--- src/rtl/emu_mem_arbiter_pkg.sv ---
// Shared definitions for the emulator memory arbiter: memory geometry, streak limit,
// register indices, supervisor-call codes and the pending-response records.
package emu_mem_arbiter_pkg;

    localparam int unsigned ARB_MEM_DEPTH  = 1024;
    localparam int unsigned ARB_MEM_AW     = 10;
    localparam int unsigned ARB_MAX_STREAK = 4;

    localparam int unsigned REG_SP = 13;
    localparam int unsigned REG_LR = 14;
    localparam int unsigned REG_PC = 15;

    typedef enum logic [7:0] {
        SVC_EXIT  = 8'h00,
        SVC_PUTC  = 8'h01,
        SVC_GETC  = 8'h02,
        SVC_TICKS = 8'h03
    } svc_code_e;

    typedef struct packed {
        logic valid;
        logic err;
        logic hi_half;
    } if_rsp_t;

    typedef struct packed {
        logic valid;
        logic err;
        logic is_store;
    } d_rsp_t;

    function automatic logic word_in_range(input logic [31:0] word_addr,
                                           input int unsigned depth);
        return word_addr < 32'(depth);
    endfunction

endpackage

--- src/rtl/emu_arb_prio.sv ---
// Combinational grant select between fetch and data requesters.
// Data wins ties unless the data streak is full, then the waiting fetch goes first.
module emu_arb_prio (
    input  logic if_req,
    input  logic d_req,
    input  logic streak_full,
    output logic if_gnt,
    output logic d_gnt
);

    always_comb begin
        if_gnt = if_req & (~d_req | streak_full);
        d_gnt  = d_req & ~(if_req & streak_full);
    end

endmodule

--- src/rtl/emu_mem_arbiter.sv ---
// Shares the single-port word RAM between halfword fetch and word load/store traffic.
// One grant per cycle, response one cycle later, fetch protected from data starvation.
module emu_mem_arbiter
    import emu_mem_arbiter_pkg::*;
#(
    parameter int unsigned MEM_DEPTH  = ARB_MEM_DEPTH,
    parameter int unsigned MEM_AW     = ARB_MEM_AW,
    parameter int unsigned MAX_STREAK = ARB_MAX_STREAK
) (
    input  logic              clock,
    input  logic              reset,
    input  logic              if_req,
    input  logic [31:0]       if_pc,
    input  logic              if_flush,
    output logic              if_gnt,
    output logic              if_rvalid,
    output logic [15:0]       if_rdata,
    output logic              if_err,
    input  logic              d_req,
    input  logic              d_we,
    input  logic [31:0]       d_addr,
    input  logic [31:0]       d_wdata,
    output logic              d_gnt,
    output logic              d_rvalid,
    output logic [31:0]       d_rdata,
    output logic              d_err,
    output logic              mem_en,
    output logic              mem_we,
    output logic [MEM_AW-1:0] mem_addr,
    output logic [31:0]       mem_wdata,
    input  logic [31:0]       mem_rdata
);

    localparam int unsigned STREAK_W = $clog2(MAX_STREAK + 1);

    logic [STREAK_W-1:0] streak_q, streak_d;
    logic [MEM_AW-1:0]   mem_addr_q, mem_addr_d;
    logic [31:0]         mem_wdata_q, mem_wdata_d;
    if_rsp_t             if_rsp_q, if_rsp_d;
    d_rsp_t              d_rsp_q, d_rsp_d;

    logic streak_full;
    logic if_gnt_w, d_gnt_w;
    logic if_oor, d_oor;
    logic unused_pc0;

    assign unused_pc0  = if_pc[0];
    assign streak_full = (streak_q == STREAK_W'(MAX_STREAK));
    assign if_oor      = ~word_in_range({2'b00, if_pc[31:2]}, MEM_DEPTH);
    assign d_oor       = ~word_in_range(d_addr, MEM_DEPTH);

    // Requests are masked during reset so no grant can leak out of it.
    emu_arb_prio u_prio (
        .if_req      (if_req & ~reset),
        .d_req       (d_req & ~reset),
        .streak_full (streak_full),
        .if_gnt      (if_gnt_w),
        .d_gnt       (d_gnt_w)
    );

    always_comb begin
        streak_d    = streak_q;
        mem_addr_d  = mem_addr_q;
        mem_wdata_d = mem_wdata_q;
        mem_en      = 1'b0;
        mem_we      = 1'b0;

        if (if_gnt_w || !if_req) begin
            streak_d = '0;
        end else if (d_gnt_w && !streak_full) begin
            streak_d = streak_q + STREAK_W'(1);
        end

        // Out-of-range requests are still granted but never reach the RAM.
        if (if_gnt_w) begin
            mem_addr_d = if_pc[MEM_AW+1:2];
            mem_en     = ~if_oor;
        end else if (d_gnt_w) begin
            mem_addr_d  = d_addr[MEM_AW-1:0];
            mem_wdata_d = d_wdata;
            mem_en      = ~d_oor;
            mem_we      = d_we & ~d_oor;
        end

        if_rsp_d.valid    = if_gnt_w;
        if_rsp_d.err      = if_oor;
        if_rsp_d.hi_half  = if_pc[1];
        d_rsp_d.valid     = d_gnt_w;
        d_rsp_d.err       = d_oor;
        d_rsp_d.is_store  = d_we;
    end

    always_ff @(posedge clock) begin
        if (reset) begin
            streak_q    <= '0;
            mem_addr_q  <= '0;
            mem_wdata_q <= '0;
            if_rsp_q    <= '0;
            d_rsp_q     <= '0;
        end else begin
            streak_q    <= streak_d;
            mem_addr_q  <= mem_addr_d;
            mem_wdata_q <= mem_wdata_d;
            if_rsp_q    <= if_rsp_d;
            d_rsp_q     <= d_rsp_d;
        end
    end

    // Responses are gated by reset so a grant just before reset is dropped.
    always_comb begin
        if_gnt    = if_gnt_w;
        d_gnt     = d_gnt_w;
        mem_addr  = reset ? '0 : mem_addr_d;
        mem_wdata = reset ? '0 : mem_wdata_d;

        if_rvalid = if_rsp_q.valid & ~if_flush & ~reset;
        if_err    = if_rvalid & if_rsp_q.err;
        if_rdata  = '0;
        if (if_rvalid && !if_rsp_q.err) begin
            if_rdata = if_rsp_q.hi_half ? mem_rdata[31:16] : mem_rdata[15:0];
        end

        d_rvalid = d_rsp_q.valid & ~reset;
        d_err    = d_rvalid & d_rsp_q.err;
        d_rdata  = '0;
        if (d_rvalid && !d_rsp_q.err && !d_rsp_q.is_store) begin
            d_rdata = mem_rdata;
        end
    end

endmodule
--- config.mk ---
export PLATFORM = sky130hd
export DESIGN_NAME = emu_mem_arbiter
export DESIGN_NICKNAME = d
export VERILOG_FILES = /design/src/rtl/emu_mem_arbiter_pkg.sv /design/src/rtl/emu_arb_prio.sv /design/src/rtl/emu_mem_arbiter.sv
export SDC_FILE = /design/constraint.sdc
export NUM_CORES = 1
export LEC_CHECK = 0
export ABC_AREA = 1
export BUFFER_PORTS_ARGS = -buffer_cell sky130_fd_sc_hd__buf_2
export CORE_MARGIN = 4
export CORE_UTILIZATION = 25
export CTS_BUF_LIST = sky130_fd_sc_hd__clkbuf_8
export CTS_CLUSTER_SIZE = 10
export DETAILED_ROUTE_END_ITERATION = 8
export PLACE_DENSITY = 0.61
export SETUP_SLACK_MARGIN = 0.05
export SLEW_MARGIN = 20
export SYNTH_ARGS = -nofsm -noshare
export SYNTH_HDL_FRONTEND = slang
export SYNTH_SLANG_ARGS = --single-unit
--- constraint.sdc ---
create_clock -name clock -period 1.7 [get_ports clock]
set_clock_uncertainty 0.05 [all_clocks]
set_input_delay 0.34 -clock clock [delete_from_list [all_inputs] [get_ports clock]]
set_output_delay 0.34 -clock clock [all_outputs]
set_load 0.02 [all_outputs]
======== Word-level counts from Yosys, hierarchy flattened ========
Index checks and enable logic that the tools add are counted.
cells by class
  add/sub/neg operators ................... 1
  multipliers ............................. 0
  div/mod/pow operators ................... 0
  magnitude comparators ................... 2
  equal/unequal tests ..................... 1
  shifts and indexed selects .............. 0
  mux-type cells .......................... 13
  bitwise gates (word level) .............. 18
  reductions and logical operators ........ 11
operators by type and width
  kind                                                                    number
  32-bit two-way mux                                                      4
  32-bit by 11-bit < comparator with 1-bit output, second input constant  1
  16-bit two-way mux                                                      2
  30-bit by 11-bit < comparator with 1-bit output, second input constant  1
  10-bit two-way mux                                                      3
  1-bit AND                                                               11
  1-bit NOT                                                               6
  1-bit logical NOT                                                       5
  1-bit logical AND                                                       4
  1-bit two-way mux                                                       4
  3-bit by 1-bit adder with 3-bit output, second input constant           1
  3-bit == test, second input constant                                    1
  2-bit OR reduction                                                      1
  1-bit logical OR                                                        1
  1-bit bitwise OR                                                        1
word-level totals
  register bits after elaboration ......... 51
  bits in latches ......................... 0
  memory bits (writable) .................. 0
  ROM bits ................................ 0
  bits of input ports ..................... 134
  memories ................................ 0

======== Depth between registers and ports, before layout ========
  word-level depth ........................ 8
  mapped depth ............................ 10

======== By module ========
A second synthesis with hierarchy kept.
second synthesis, totals
  cell total of the unflattened synthesis .. 427
  area, all modules ....................... 2680.1 sq um
by module, submodules not included
  module           instances  cells each  area each (sq um)  seq. area each (sq um)
  emu_mem_arbiter  1          423         2652.5             1021.0
  emu_arb_prio     1          4           27.5               0.0

======== Worst setup path after synthesis ========
No wires, ideal clock.
  path type ............................... register to output
  from .................................... register streak_q[0]
  to ...................................... output mem_wdata[22]
  data arrival time ....................... 1.513 ns
  data required time ...................... 1.310 ns
  slack ................................... -0.203 ns
  stages on the path, launching flop included .. 9
  path buffers ............................ 1
  cells stage by stage .................... dfxtp_1 > inv_1 > ha_1 > nand2_1 > nand3_2 > nand2_2 > buf_2 > nor2_1 > nor2_1
on the way
  longest elaborated chain between the ends .. 7
  elaborated cells between the ends (all ways) .. 9
  those cells by class .................... 1 x eq/ne; 3 x mux; 5 x bitwise
RTL lines
  item                    RTL line                RTL
  start, declared         emu_mem_arbiter.sv:36   logic [STREAK_W-1:0] streak_q, streak_d;
  start signal, assigned  emu_mem_arbiter.sv:101  streak_q <= streak_d;
  3-bit == test           emu_mem_arbiter.sv:48   assign streak_full = (streak_q == STREAK_W'(MAX_STREAK));
  1-bit AND               emu_arb_prio.sv:13      d_gnt = d_req & ~(if_req & streak_full);
  1-bit NOT               emu_arb_prio.sv:13
  1-bit AND               emu_arb_prio.sv:13
  via d_gnt               emu_mem_arbiter.sv:23   output logic d_gnt,
  32-bit two-way mux      emu_mem_arbiter.sv:78   end else if (d_gnt_w) begin
  32-bit two-way mux      emu_mem_arbiter.sv:75   if (if_gnt_w) begin
  32-bit two-way mux      emu_mem_arbiter.sv:114  mem_wdata = reset ? '0 : mem_wdata_d;
  end, declared           emu_mem_arbiter.sv:30   output logic [31:0] mem_wdata,
The timed path passes the listed nets, and every way through them passes these cells.

======== Worst setup path after layout ========
  from .................................... register streak_q[0]
  to ...................................... output mem_addr[2]
on the way
  longest elaborated chain between the ends .. 7
  elaborated cells between the ends (all ways) .. 9
  those cells by class .................... 1 x eq/ne; 3 x mux; 5 x bitwise
RTL lines
  item                  RTL line                RTL
  3-bit == test *       emu_mem_arbiter.sv:48
  1-bit AND             emu_arb_prio.sv:13
  1-bit NOT             emu_arb_prio.sv:13
  1-bit AND             emu_arb_prio.sv:13
  10-bit two-way mux    emu_mem_arbiter.sv:78
  10-bit two-way mux *  emu_mem_arbiter.sv:75
  10-bit two-way mux *  emu_mem_arbiter.sv:113  mem_addr = reset ? '0 : mem_addr_d;
  end, declared         emu_mem_arbiter.sv:29   output logic [MEM_AW-1:0] mem_addr,
Mark *: on every way between the ends. The rest lies on a longest branch, timed or not.

==> results.txt <==
The biggest area contributor in the post-synthesis netlist is sky130_fd_sc_hd__dfxtp_1. The top fanout value on the critical path came out at 9. In this run the deepest clock path goes through 2 buffers.

In this run, CTS created clock tree buffers numbering 5. After detailed routing, the average wire length per cell comes to about 15 um. The net count reported at finish came out at 849. The die boundary height came out at between 100 and 150 um.

The combined area of the multi-input logic cells is 2120 um2. The async set-or-reset flop fraction in the synthesized netlist is 0%. The count of boundary I/O pins came out at about 230.

The worst relative slew slack is just over 80%. The worst setup path is of the flip-flop to primary output kind. The combined area of all synthesized cells is roughly 2700 um2. The clock insertion delay at the later pin of the skew report came out at 0.29 ns. The number of nets produced by synthesis came out at 584. The kind of launch point of the worst setup path is a flip-flop. The H-tree generated during clock tree synthesis spans 2 levels. The path type of the worst min-delay path is primary input to flip-flop. The final reports fail on negative setup slack. After detailed routing, the number of vias per cell comes to 4.51. Static timing analysis puts the maximum clock frequency at about 480 MHz. The signal on the critical path passes through inv_2, ha_4, nand2_4, nand3_4, nand2_8, buf_12, nand2_1, nand3_1, nand2_1, inv_2, buf_6.

The number of library cell types mapped by synthesis is 22. On the critical path the largest part of the delay comes from simple AND/OR/NAND/NOR gates. The pre-antenna-repair detailed-routing pass consisted of 4 iterations.

In the final routing, the length of wire on met1 measures between 4000 and 5000 um. The tree is rooted in a sky130_fd_sc_hd__clkbuf_8. On the worst path, the slowest cell contributes a delay of about 0.34 ns. TritonCTS built the clock tree. Synthesis inferred 51 register bits. The top-area cell type share of the netlist area is 37.5%.

Global routing consumed, over all layers together, approximately a fifth of the routing resources. The worst path in the final design needs a cycle of 2.10 ns, including I/O delays and setup. VDD sags by at most 0.467 mV. The final weighted congestion in routability-driven placement is 0.974. The standby leakage power is 2.95 nW. The area growth from synthesis to layout is 121%. The required time of the critical path is 1.31 ns. After detailed routing, the met2 layer carries 6870 um of wire. The ratio of cells with drive above 1 in the final layout is 61.8%. Setup violations remaining at the end of the flow were counted as 74. The post-synthesis instance total came out at 448.

By area the synthesized netlist is led by sky130_fd_sc_hd__dfxtp_1 (38%), sky130_fd_sc_hd__nor2_1 (23%), sky130_fd_sc_hd__inv_1 (9.1%). The slew of the pin with the lowest slew margin came out at 0.264 ns. In the synthesized netlist, the cells that appear most often are sky130_fd_sc_hd__nor2_1 (164), sky130_fd_sc_hd__inv_1 (66), sky130_fd_sc_hd__nand2_1 (56), sky130_fd_sc_hd__dfxtp_1 (51), sky130_fd_sc_hd__o21ai_0 (27). The summed negative setup slack over all endpoints is -18.70 ns. The HPWL after detailed placement is between 8000 and 9000 um. The number of failing hold endpoints at the final stage came out at 0. The post-route fraction of the period consumed by the critical path came out at 124%. The floorplan step defined a die boundary enclosing 12600 um2. The placement row count came out at 37.

In this run the horizontal extent of the chip is 112 um. Dividing total power by cell area gives a power density of 546 nW/um2. The initial standard-cell utilization of the core came out at between 20% and 30%. The met3 wire length is between 900 and 1000 um. The data arrival time of the critical path is 1.71 ns.

In this run, synthesis inferred 0 flip-flops with an integrated enable. The number of antenna violations at the first check in global routing was 2. In the synthesized netlist the dominant register cell turns out to be sky130_fd_sc_hd__dfxtp_1. Setup slack on the critical path of the routed design comes to -0.404 ns.

The flow ran to the end, but the final reports show violations. The standard cell core area is ~10000 um2. The total buffers and inverters traversed by the critical path came out at 4.

In this run the top signal layer used is met4. The register cell area after layout is 1030 um2. Clock-pin slew was measured on the worst setup and hold paths at 0.09 ns.

The sequential element share of the synthesized area came out at 37.5%. The most common cell in the synthesized netlist is sky130_fd_sc_hd__nor2_1. The count of input and output buffers came out at 230. The worst setup path is captured at a primary output. The final route contains 3841 vias. The number of buffers added to fix hold violations after cts came out at 0. The number of routed nets with antenna violations came out at 0. The via count of the first global-routing pass is 4037.

The final wirelength is 13000 um. The max-slew violation total from the final report is 0. Fill cells in the final layout number 867. The largest individual stage delay along the critical path comes from the cell sky130_fd_sc_hd__dfxtp_2. The first global-routing pass estimated about 20000 um of wire. The max-cap violation count came out at 0. In this run the cell area measured after placement is 4340 um2. The final cell area excluding filler cells came out at 6010 um2.

The total congestion overflow came out at 0. The remaining design rule violation count is 0. The number of design-rule violations left by the first detailed-router iteration is 225. During synthesis, Yosys emitted a total of 0 warnings. The number of sinks handled by clock tree synthesis is between 50 and 60. The mean instance size in the synthesized netlist came out at 6.08 um2. The worst hold-check slack is 0.169 ns. The flop-to-flop setup slack is 0.20 ns. Entering global routing, the biggest net connects 22 pins.

Setup repair after global routing could not meet its margin everywhere.
==> repair_timing <==
item                                    4_1_cts  5_1_grt
endpoints found under the setup margin       93       94
cloned                                        7        0
resized for setup                           285      113
pin swaps                                    34       20
setup buffers                                 9       11
==> layout make-up <==
class / count / share of cell area, %
Antenna cell: 2 / 0.0833
Clock buffer: 5 / 1.15
Clock inverter: 3 / 0.208
Inverter: 69 / 4.62
Multi-Input combinational cell: 306 / 35.2
Sequential cell: 51 / 17.2
Tap cell: 136 / 2.83
Timing Repair Buffer: 280 / 38.7
==> cells by family (layout without fill, tap and decap cells) <==
logic type               after synthesis  count (layout)  share of synthesized area [%]
AO/OA/AOI/OAI                         49              49                           9.15
XOR/XNOR                               1               1                          0.322
adder cells (fa/ha/maj)                2               2                          0.919
buffers and inverters                 92             357                           14.1
flip-flops                            51              51                           37.5
other                                  0               2                              0
AND/OR/NAND/NOR                      253             254                           38.0
==> through the flow <==
stage | worst slack [ns] | total power, mW | cells | utilization [%]
floorplan | 0.00261 | 1.83 | 448 | -
global placement | -0.162 | 2.19 | 820 | 41.4
finish | -0.404 | 3.28 | 852 | 57.4
detailed placement | -0.200 | 2.21 | 820 | 41.4
global route | -0.543 | 3.48 | 852 | 57.4
CTS | -0.417 | 3.19 | 844 | 53.5
==> flip-flops by register name, summed over array words and instances, names as in the netlist <==
name and cells:
mem_wdata_q 32, d_rsp_q 3, if_rsp_q 3, streak_q 3, mem_addr_q 10
==> metal layers <==
metal / vias to the layer above / GRT usage (%)
li1: 1881 / -
met1: 1759 / 18.4
met2: 174 / 36.4
met3: 27 / 5.44
met4: 0 / 6.89
met5: - / 0
==> placed cells by master, fill, tap and decap left out, types with 6 or more instances in the layout <==
cell type / netlist / layout
sky130_fd_sc_hd__inv_2: 3 / 12
sky130_fd_sc_hd__dfxtp_1: 51 / 44
sky130_fd_sc_hd__o21ai_0: 27 / 26
sky130_fd_sc_hd__dfxtp_2: 0 / 6
sky130_fd_sc_hd__nor2_1: 164 / 67
sky130_fd_sc_hd__buf_4: 7 / 38
sky130_fd_sc_hd__nor2_4: 0 / 55
sky130_fd_sc_hd__buf_8: 0 / 8
sky130_fd_sc_hd__buf_12: 0 / 10
sky130_fd_sc_hd__a21oi_4: 0 / 11
sky130_fd_sc_hd__nand2_1: 56 / 49
sky130_fd_sc_hd__buf_2: 9 / 136
sky130_fd_sc_hd__nor2_2: 0 / 42
sky130_fd_sc_hd__nand3_1: 14 / 12
sky130_fd_sc_hd__inv_1: 66 / 55
sky130_fd_sc_hd__buf_6: 0 / 85
sky130_fd_sc_hd__nand3b_1: 10 / 10
==> worst paths after layout <==
| check | endpoint | cells after the start | from |
|---|---|---|---|
| max | mem_addr[2] | 11 | streak_q[0]$_SDFFE_PP0P_ |
| min | d_rsp_q[0]$_SDFF_PP0_ | 2 | reset |
| max reg2reg | mem_wdata_q[12]$_DFF_P_ | 9 | streak_q[1]$_SDFFE_PP0P_ |
| min reg2reg | mem_wdata_q[29]$_DFF_P_ | 2 | mem_wdata_q[29]$_DFF_P_ |
==> power breakdown <==
| part | leakage (nW) | switching [mW] | internal (mW) |
|---|---|---|---|
| Combinational | 2.48 | 0.689 | 0.605 |
| Clock | 0.0505 | 0.388 | 0.278 |
| Sequential | 0.425 | 0.0316 | 1.29 |
| Total | 2.95 | 1.11 | 2.17 |
Note: power is estimated with default switching activity, not from simulation.
